File: config.mk
export PLATFORM = sky130hd
export DESIGN_NAME = z80_bus_master
export DESIGN_NICKNAME = d
export VERILOG_FILES = /design/src/rtl/z80_bus_master_pkg.sv /design/src/rtl/z80_bus_master_refresh_counter.sv /design/src/rtl/z80_bus_master.sv
export SDC_FILE = /design/constraint.sdc
export NUM_CORES = 1
export LEC_CHECK = 0
export CAP_MARGIN = 20
export CORE_MARGIN = 3
export CORE_UTILIZATION = 25
export CTS_CLUSTER_SIZE = 10
export DETAILED_ROUTE_END_ITERATION = 6
export GPL_TIMING_DRIVEN = 0
export PLACE_DENSITY = 0.51
export REMOVE_ABC_BUFFERS = 1
export SLEW_MARGIN = 20
export SYNTH_ARGS = -nofsm -noshare
export SYNTH_HDL_FRONTEND = slang
export SYNTH_SLANG_ARGS = --single-unit
File: constraint.sdc
create_clock -name clk -period 2.15 [get_ports clk]
set_input_delay 0.215 -clock clk [delete_from_list [all_inputs] [get_ports clk]]
set_output_delay 0.215 -clock clk [all_outputs]
set_load 0.005 [all_outputs]
File: src/rtl/z80_bus_master_pkg.sv
// Shared definitions for the Z80 bus-cycle generator: op codes, half-T-state
// encoding and the refresh address layout.
package z80_bus_master_pkg;

  localparam logic [1:0] OP_M1 = 2'd0;
  localparam logic [1:0] OP_WR = 2'd2;

  // One state per half T-state; H is the first clk of a T-state, L the second.
  typedef enum logic [3:0] {
    S_IDLE,
    S_T1H, S_T1L,
    S_T2H, S_T2L,
    S_TWH, S_TWL,
    S_T3H, S_T3L,
    S_T4H, S_T4L
  } bus_state_e;

  // Refresh address: I register on the high byte, bit 7 always clear.
  function automatic logic [15:0] rfsh_addr(input logic [7:0] i, input logic [6:0] r);
    return {i, 1'b0, r};
  endfunction

endpackage

File: src/rtl/z80_bus_master_refresh_counter.sv
// 7-bit Z80 R-register counter; advances once per completed opcode fetch.
module refresh_counter (
  input  logic       clk,
  input  logic       rst,
  input  logic       inc,
  output logic [6:0] r
);

  always_ff @(posedge clk) begin
    if (rst)      r <= '0;
    else if (inc) r <= r + 7'd1;
  end

endmodule

File: src/rtl/z80_bus_master.sv
// Cycle-accurate Z80 opcode-fetch / memory-read / memory-write bus master,
// clocked at twice the Z80 clock so each clk is half a T-state.
module z80_bus_master
  import z80_bus_master_pkg::*;
(
  input  logic        clk,
  input  logic        rst,
  input  logic        req_valid,
  output logic        req_ready,
  input  logic [1:0]  req_op,
  input  logic [15:0] req_addr,
  input  logic [7:0]  req_wdata,
  input  logic [7:0]  i_reg,
  output logic        resp_valid,
  output logic [7:0]  resp_rdata,
  input  logic        nwait,
  input  logic [7:0]  din,
  output logic [15:0] a,
  output logic [7:0]  dout,
  output logic        doe,
  output logic        nmreq,
  output logic        nrd,
  output logic        nwr,
  output logic        nm1,
  output logic        nrfshd
);

  bus_state_e st;
  logic       is_m1, is_wr;
  logic [7:0] wdata_q;
  logic [6:0] rcnt;
  logic [2:0] vld_pipe;
  logic       cyc_end, accept, m1_cap, rd_cap;

  assign cyc_end    = (st == S_T4L) || (st == S_T3L && !is_m1);
  assign req_ready  = (st == S_IDLE) || cyc_end;
  assign accept     = req_valid && req_ready;
  assign m1_cap     = is_m1 && nwait && (st == S_T2L || st == S_TWL);
  assign rd_cap     = !is_m1 && !is_wr && (st == S_T3H);
  assign resp_valid = vld_pipe[2];

  refresh_counter u_rfsh (
    .clk (clk),
    .rst (rst),
    .inc (st == S_T4L),
    .r   (rcnt)
  );

  always_ff @(posedge clk) begin
    if (rst) begin
      st         <= S_IDLE;
      a          <= '0;
      dout       <= '0;
      doe        <= 1'b0;
      nmreq      <= 1'b1;
      nrd        <= 1'b1;
      nwr        <= 1'b1;
      nm1        <= 1'b1;
      nrfshd     <= 1'b1;
      is_m1      <= 1'b0;
      is_wr      <= 1'b0;
      wdata_q    <= '0;
      resp_rdata <= '0;
      vld_pipe   <= '0;
    end else begin
      // Fetch data reaches resp_valid one clk after capture; read data is
      // held back one extra clk so read latency stays fetch latency + 2.
      vld_pipe <= {vld_pipe[1], vld_pipe[0] | m1_cap, rd_cap};
      if (m1_cap || rd_cap) resp_rdata <= din;

      if (st == S_IDLE || cyc_end) begin
        // Cycle boundary: releases refresh and the data bus, whether the
        // next step is IDLE or a back-to-back T1H.
        nmreq  <= 1'b1;
        nrd    <= 1'b1;
        nwr    <= 1'b1;
        nm1    <= 1'b1;
        nrfshd <= 1'b1;
        doe    <= 1'b0;
        st     <= S_IDLE;
        if (accept) begin
          st      <= S_T1H;
          a       <= req_addr;
          is_m1   <= (req_op == OP_M1);
          is_wr   <= (req_op == OP_WR);
          wdata_q <= req_wdata;
          nm1     <= (req_op != OP_M1);
        end
      end else begin
        case (st)
          S_T1H: begin
            st    <= S_T1L;
            nmreq <= 1'b0;
            nrd   <= is_wr;
            if (is_wr) begin
              dout <= wdata_q;
              doe  <= 1'b1;
            end
          end
          S_T1L: st <= S_T2H;
          S_T2H: begin
            st <= S_T2L;
            if (is_wr) nwr <= 1'b0;
          end
          S_T2L, S_TWL: begin
            if (!nwait) st <= S_TWH;
            else begin
              st <= S_T3H;
              if (is_m1) begin
                nmreq  <= 1'b1;
                nrd    <= 1'b1;
                nm1    <= 1'b1;
                nrfshd <= 1'b0;
                a      <= rfsh_addr(i_reg, rcnt);
              end
            end
          end
          S_TWH: st <= S_TWL;
          S_T3H: begin
            st <= S_T3L;
            if (is_m1) nmreq <= 1'b0;
            else begin
              nmreq <= 1'b1;
              nrd   <= 1'b1;
              nwr   <= 1'b1;
            end
          end
          S_T3L: st <= S_T4H;
          S_T4H: begin
            st    <= S_T4L;
            nmreq <= 1'b1;
          end
          default: st <= S_IDLE;
        endcase
      end
    end
  end

endmodule

**Word-level counts from Yosys, hierarchy flattened**

Index checks and enable logic that the tools add are counted.

- Flip-flop bits (word level): 62
- Input port bits: 46
- Output and inout bits: 40
- Logic and storage cells: 86

- Add/subtract/negate cells: 1
- Equality and inequality tests: 16
- Muxes and demuxes: 20
- Bitwise gates (word level): 2
- Reductions and logical operators: 32

Operator list:

| cell | number |
|---|---|
| $mux 16 | 5 |
| $pmux 4 s8 | 1 |
| $eq 4x3->1 const B | 4 |
| $reduce_and 3->1 | 5 |
| $eq 4x4->1 const B | 3 |
| $reduce_bool 2->1 | 5 |
| $mux 1 | 9 |
| $eq 4x2->1 const B | 2 |
| $ne 2x2->1 const B | 4 |
| $reduce_and 4->1 | 2 |
| $add 7x1->7 const B | 1 |
| $logic_and 1x1->1 | 6 |
| $eq 4x1->1 const B | 1 |
| $logic_not 4->1 | 1 |
| $logic_or 1x1->1 | 4 |
| $mux 4 | 1 |
| $pmux 1 s4 | 1 |
| $reduce_and 2->1 | 2 |
| $reduce_bool 4->1 | 1 |
| $reduce_or 2->1 | 2 |
| $pmux 1 s3 | 1 |
| $reduce_bool 3->1 | 1 |
| $eq 2x2->1 const B | 1 |
| $logic_not 1->1 | 2 |
| other kinds (6) | 6 |

**Longest topological paths before layout**

- Depth after elaboration: 7
- Depth in mapped cells: 9

**Cells and area by module**

Synthesis repeated with hierarchy kept, for this count alone.

- Cell total of the unflattened synthesis: 273
- Area, all modules: 2546.2 um2

By module, submodules not included:

| module | times used | cells each | area an instance (um2) | seq. area each (um2) |
|---|---|---|---|---|
| z80_bus_master | 1 | 244 | 2273.4 | 1101.1 |
| refresh_counter | 1 | 29 | 272.8 | 140.1 |

**Worst setup path after synthesis**

OpenSTA, ideal clock, no wires.

- Path type: reg-to-reg
- Start point: reg is_m1
- End point: reg a[1]
- Setup time: 0.145 ns
- Arrival: 1.717 ns
- Path slack: 0.288 ns
- Stages on the path, launching flop included: 9
- Buffers on the path: 3
- Period minus slack after synthesis: 1.862 ns
- Cells stage by stage: dfxtp_1 > buf_2 > and3b_1 > or4_1 > buf_6 > clkinv_2 > buf_12 > mux2i_1 > a221oi_2

- Cells in the longest elaborated chain, start to end: 7

RTL lines:

| item | RTL line | RTL |
|---|---|---|
| start, declared | z80_bus_master.sv:29 | `logic is_m1, is_wr;` |
| start signal, assigned | z80_bus_master.sv:84 | `is_m1 <= (req_op == OP_M1);` |
| $logic_not 1->1 | z80_bus_master.sv:35 | `assign cyc_end = (st == S_T4L) \|\| (st == S_T3L && !is_m1);` |
| $logic_and 1x1->1 | z80_bus_master.sv:35 |  |
| $logic_or 1x1->1 | z80_bus_master.sv:35 |  |
| $logic_or 1x1->1 | z80_bus_master.sv:36, z80_bus_master.sv:71 |  |
| $logic_and 1x1->1 | z80_bus_master.sv:37 | `assign accept = req_valid && req_ready;` |
| $ne 2x1->1 (no line) | - |  |
| $reduce_and 4->1 (no line) | - |  |
| end signal, assigned | z80_bus_master.sv:83 | `a <= req_addr;` |
| end signal, assigned | z80_bus_master.sv:114 | `a <= rfsh_addr(i_reg, rcnt);` |
| end, declared | z80_bus_master.sv:18 | `output logic [15:0] a,` |

Parallel ways exist; a longest one is shown, timed or not.
A chain may end at the register's enable or synchronous reset.

**Worst setup path in the final report**

- Start point: reg st[3]
- End point: reg u_rfsh.r[6]

- Cells in the longest elaborated chain, start to end: 1

RTL lines:

| item | RTL line | RTL |
|---|---|---|
| start, declared | z80_bus_master.sv:28 | `bus_state_e st;` |
| start signal, assigned | z80_bus_master.sv:51 | `st <= S_IDLE;` |
| start signal, assigned | z80_bus_master.sv:80 | `st <= S_IDLE;` |
| start signal, assigned | z80_bus_master.sv:82 | `st <= S_T1H;` |
| $eq 4x4->1 | z80_bus_master.sv:45 | `.inc (st == S_T4L),` |
| end signal, assigned | z80_bus_master_refresh_counter.sv:11 | `else if (inc) r <= r + 7'd1;` |
| end, declared | z80_bus_master_refresh_counter.sv:6 | `output logic [6:0] r` |

Every way passes these cells.

==> impl_results.md <==
- Sequential power share: 0.419
- Detailed placement HPWL: 4.82 mm
- Synthesized flop and latch total: 62
- IO Count: 86
- Total power draw: 2.93 mW
- Critical Path RT: 2.36 ns
- Final Wtd Congestion: 0.765
- Number of global-route vias before repair: 2310
- CTS Buf Count: 9
- Via density: 4.59
- Yosys top cell area share: 0.471
- Rel. slew slack: 0.434
- CTS tree: done
- Final worst setup slack: 0.160 ns
- Place WS: -0.763 ns
- Peak supply drop: 0.261 mV
- Detailed Routing Iterations Pass 1: 4
- Vias: 2305
- MaxCap Viol Count: 0
- Post-synth EDFFs: 0
- Max Slew Vio Count: 0
- Antenna cells: 0
- Worst setup SP type: register
- Fin cells: 502
- Initial Utilization: 0.263
- RSZ-0062 raised after global routing: no
- Met3 Usage GRT: 0.0379
- Final Skew: 0.00730 ns
- Lkg Pwr: 1.44 nW
- Sinks on Clock Net: 62
- Die area: 11800 um^2
- Row Count: 36
- Clk_lat worst skew: 0.34 ns
- Post-layout nets: 411
- Internal power: 2.25 mW
- Reg area: 1250 um^2
- Yosys warning count: 0
- Root Buffer: clkbuf_8
- Grt total ovfl: 0
- Area grow syn2layout: 50.0%
- Setup-failing EPs final: 0
- Commonest cells after routing, fill and taps aside: clkdlybuf4s50_1, dfxtp_1, nor2_1, mux2i_1, a21oi_1
- Initial DRC count: 111
- Gate power share: 0.150
- Wire length of the first global-routing pass: 12.0 mm
- Worst Path Arrival: 2.20 ns
- Sw Ratio: 0.232
- Final instance area: 3950 um^2
- Post-Syn Area: 2630 um^2
- Fin. Hold Viols: 0
- Pin count of the biggest net entering global routing: 60
- Post-Place Cells: 478
- Core region area: 10000 um^2
- Cell taking the most area after synthesis: dfxtp_1
- I/O Buffers: 85
- Setup TNS: 0 ns
- FFs w/ async S/R, synth: 0
- Worst min-delay path class: primary input to register
- DRC: 0
- Hold path depth: 2
- Multi-input logic area: 1310 um^2
- Crit end category: register
- Initial antenna violation count: 0
- PD cells: 743 nW/um^2
- Top post-synthesis cells by area: dfxtp_1, mux2i_1, nor2_1
- Slew @ Worst Pin: 0.837 ns
- Fmax: 502 MHz
- Area after DPL: 3580 um^2
- Clock share of power: 0.431
- Fill cells: 1029
- Ys flop type: dfxtp_1
- Final core utilization: 0.395
- Global route hottest layer: met2
- H-tree depth: 3
- WL per Instance: 14.7 um
- GRT Resource Usage Total: 0.132
- Worst Path Max Fanout: 12
- Mapped Cells: 281
- Post-CTS Hold Buffers: 0
- GRT met1 Usage: 0.167
- Outcome: completed
- Final Critical Period: 1.99 ns
- Chip width: 109 um
- Register area share after synthesis: 0.471
- GR Util met2: 0.211
- Layout cells sized above 1: 0.130
- Avg Cell Area, Syn: 9.37 um^2
- Die Ht: 109 um
- Remaining antenna violation count: 0
- FF-to-FF setup slack: 0.16 ns
- Library cells used by synthesis: 39
- Register-to-Register Path Depth: 6
- Max clock buf depth: 2
- Crit share post-route: 0.926
- Routed WL: 7.39 mm
- Psw: 0.681 mW
- Clock-pin slew on the worst setup and hold paths: 0.07 ns
- Kind of critical path: register to register
- Hold_ws: 0.383 ns
- Most common library cell in the layout ignoring fill and taps: clkdlybuf4s50_1
==> worst max-delay path: stages (launching register included) <==
cell	delay, ns
dfxtp_4	0.36
buf_4	0.11
buf_4	0.18
nor4bb_2	0.78
nand4_1	0.20
xor2_1	0.18
nor2_1	0.05
==> what timing repair did <==
item                       CTS  global route
resized for setup           13             2
setup endpoints to repair   38            23
cloned                       1             0
pin swaps                    1             0
setup buffers                7             0
==> metal layers <==
| layer | vias up | routed length [um] |
|---|---|---|
| met2 | 44 | 3600 |
| met1 | 1083 | 3280 |
| met4 | 0 | 110 |
| met3 | 10 | 392 |
| met5 | - | 0 |
| li1 | 1168 | - |
==> power groups by stage <==
stage | Combinational (mW) | Sequential [mW] | Clock, mW
6_report | 0.440 | 1.23 | 1.26
2_1_floorplan | 0.170 | 1.26 | 0
3_5_place_dp | 0.410 | 1.26 | 0
5_1_grt | 0.479 | 1.24 | 1.36
4_1_cts | 0.445 | 1.23 | 1.31
3_3_place_gp | 0.395 | 1.26 | 0
==> state kept, by name, summed over array words and instances, names as in the netlist, 3 cells and up <==
name / flops
a: 16
u_rfsh.r: 7
wdata_q: 8
st: 4
vld_pipe: 3
resp_rdata: 8
dout: 8
==> area by class of cell <==
cell class                 instances  area share
multi-input combinational        195       0.332
inverter                           1     0.00412
clock inverter                     2      0.0152
tap                              133      0.0421
sequential                        62       0.318
timing repair buffer              94       0.238
timing repair inverter             1     0.00222
clock buffer                      14      0.0488
==> Yosys cell counts, types with 2 or more instances <==
cell / number
nor3_1: 6
and3_1: 2
nor2b_1: 5
buf_2: 3
nand2_1: 17
a221oi_1: 9
mux2i_1: 32
or3b_2: 2
buf_1: 2
nor2_1: 49
nor4_1: 2
xor2_1: 7
nand4b_1: 3
a21oi_1: 18
clkbuf_1: 15
a221oi_2: 6
a31oi_1: 2
or3_1: 2
nand4_1: 4
nand3_1: 11
nand2b_1: 3
o21ai_0: 3
dfxtp_1: 62
==> final timing paths <==
path                             startpoint            end
worst max-delay path                  st[3]    u_rfsh.r[6]
worst max register to register        st[3]    u_rfsh.r[6]
worst min-delay path                    rst  resp_rdata[2]
worst min register to register  vld_pipe[1]    vld_pipe[2]
==> logic make-up after synthesis <==
kind of cell               after synthesis  synth area share
AOI/OAI and AO/OA                       43             0.127
DFF                                     62             0.471
muxes                                   32             0.122
and+or+nand+nor                        111             0.202
buffers and inverters                   24            0.0466
xor gates and xnor gates                 8            0.0266
adders and majority gates                1           0.00475
(Power assumes the default switching activity.)
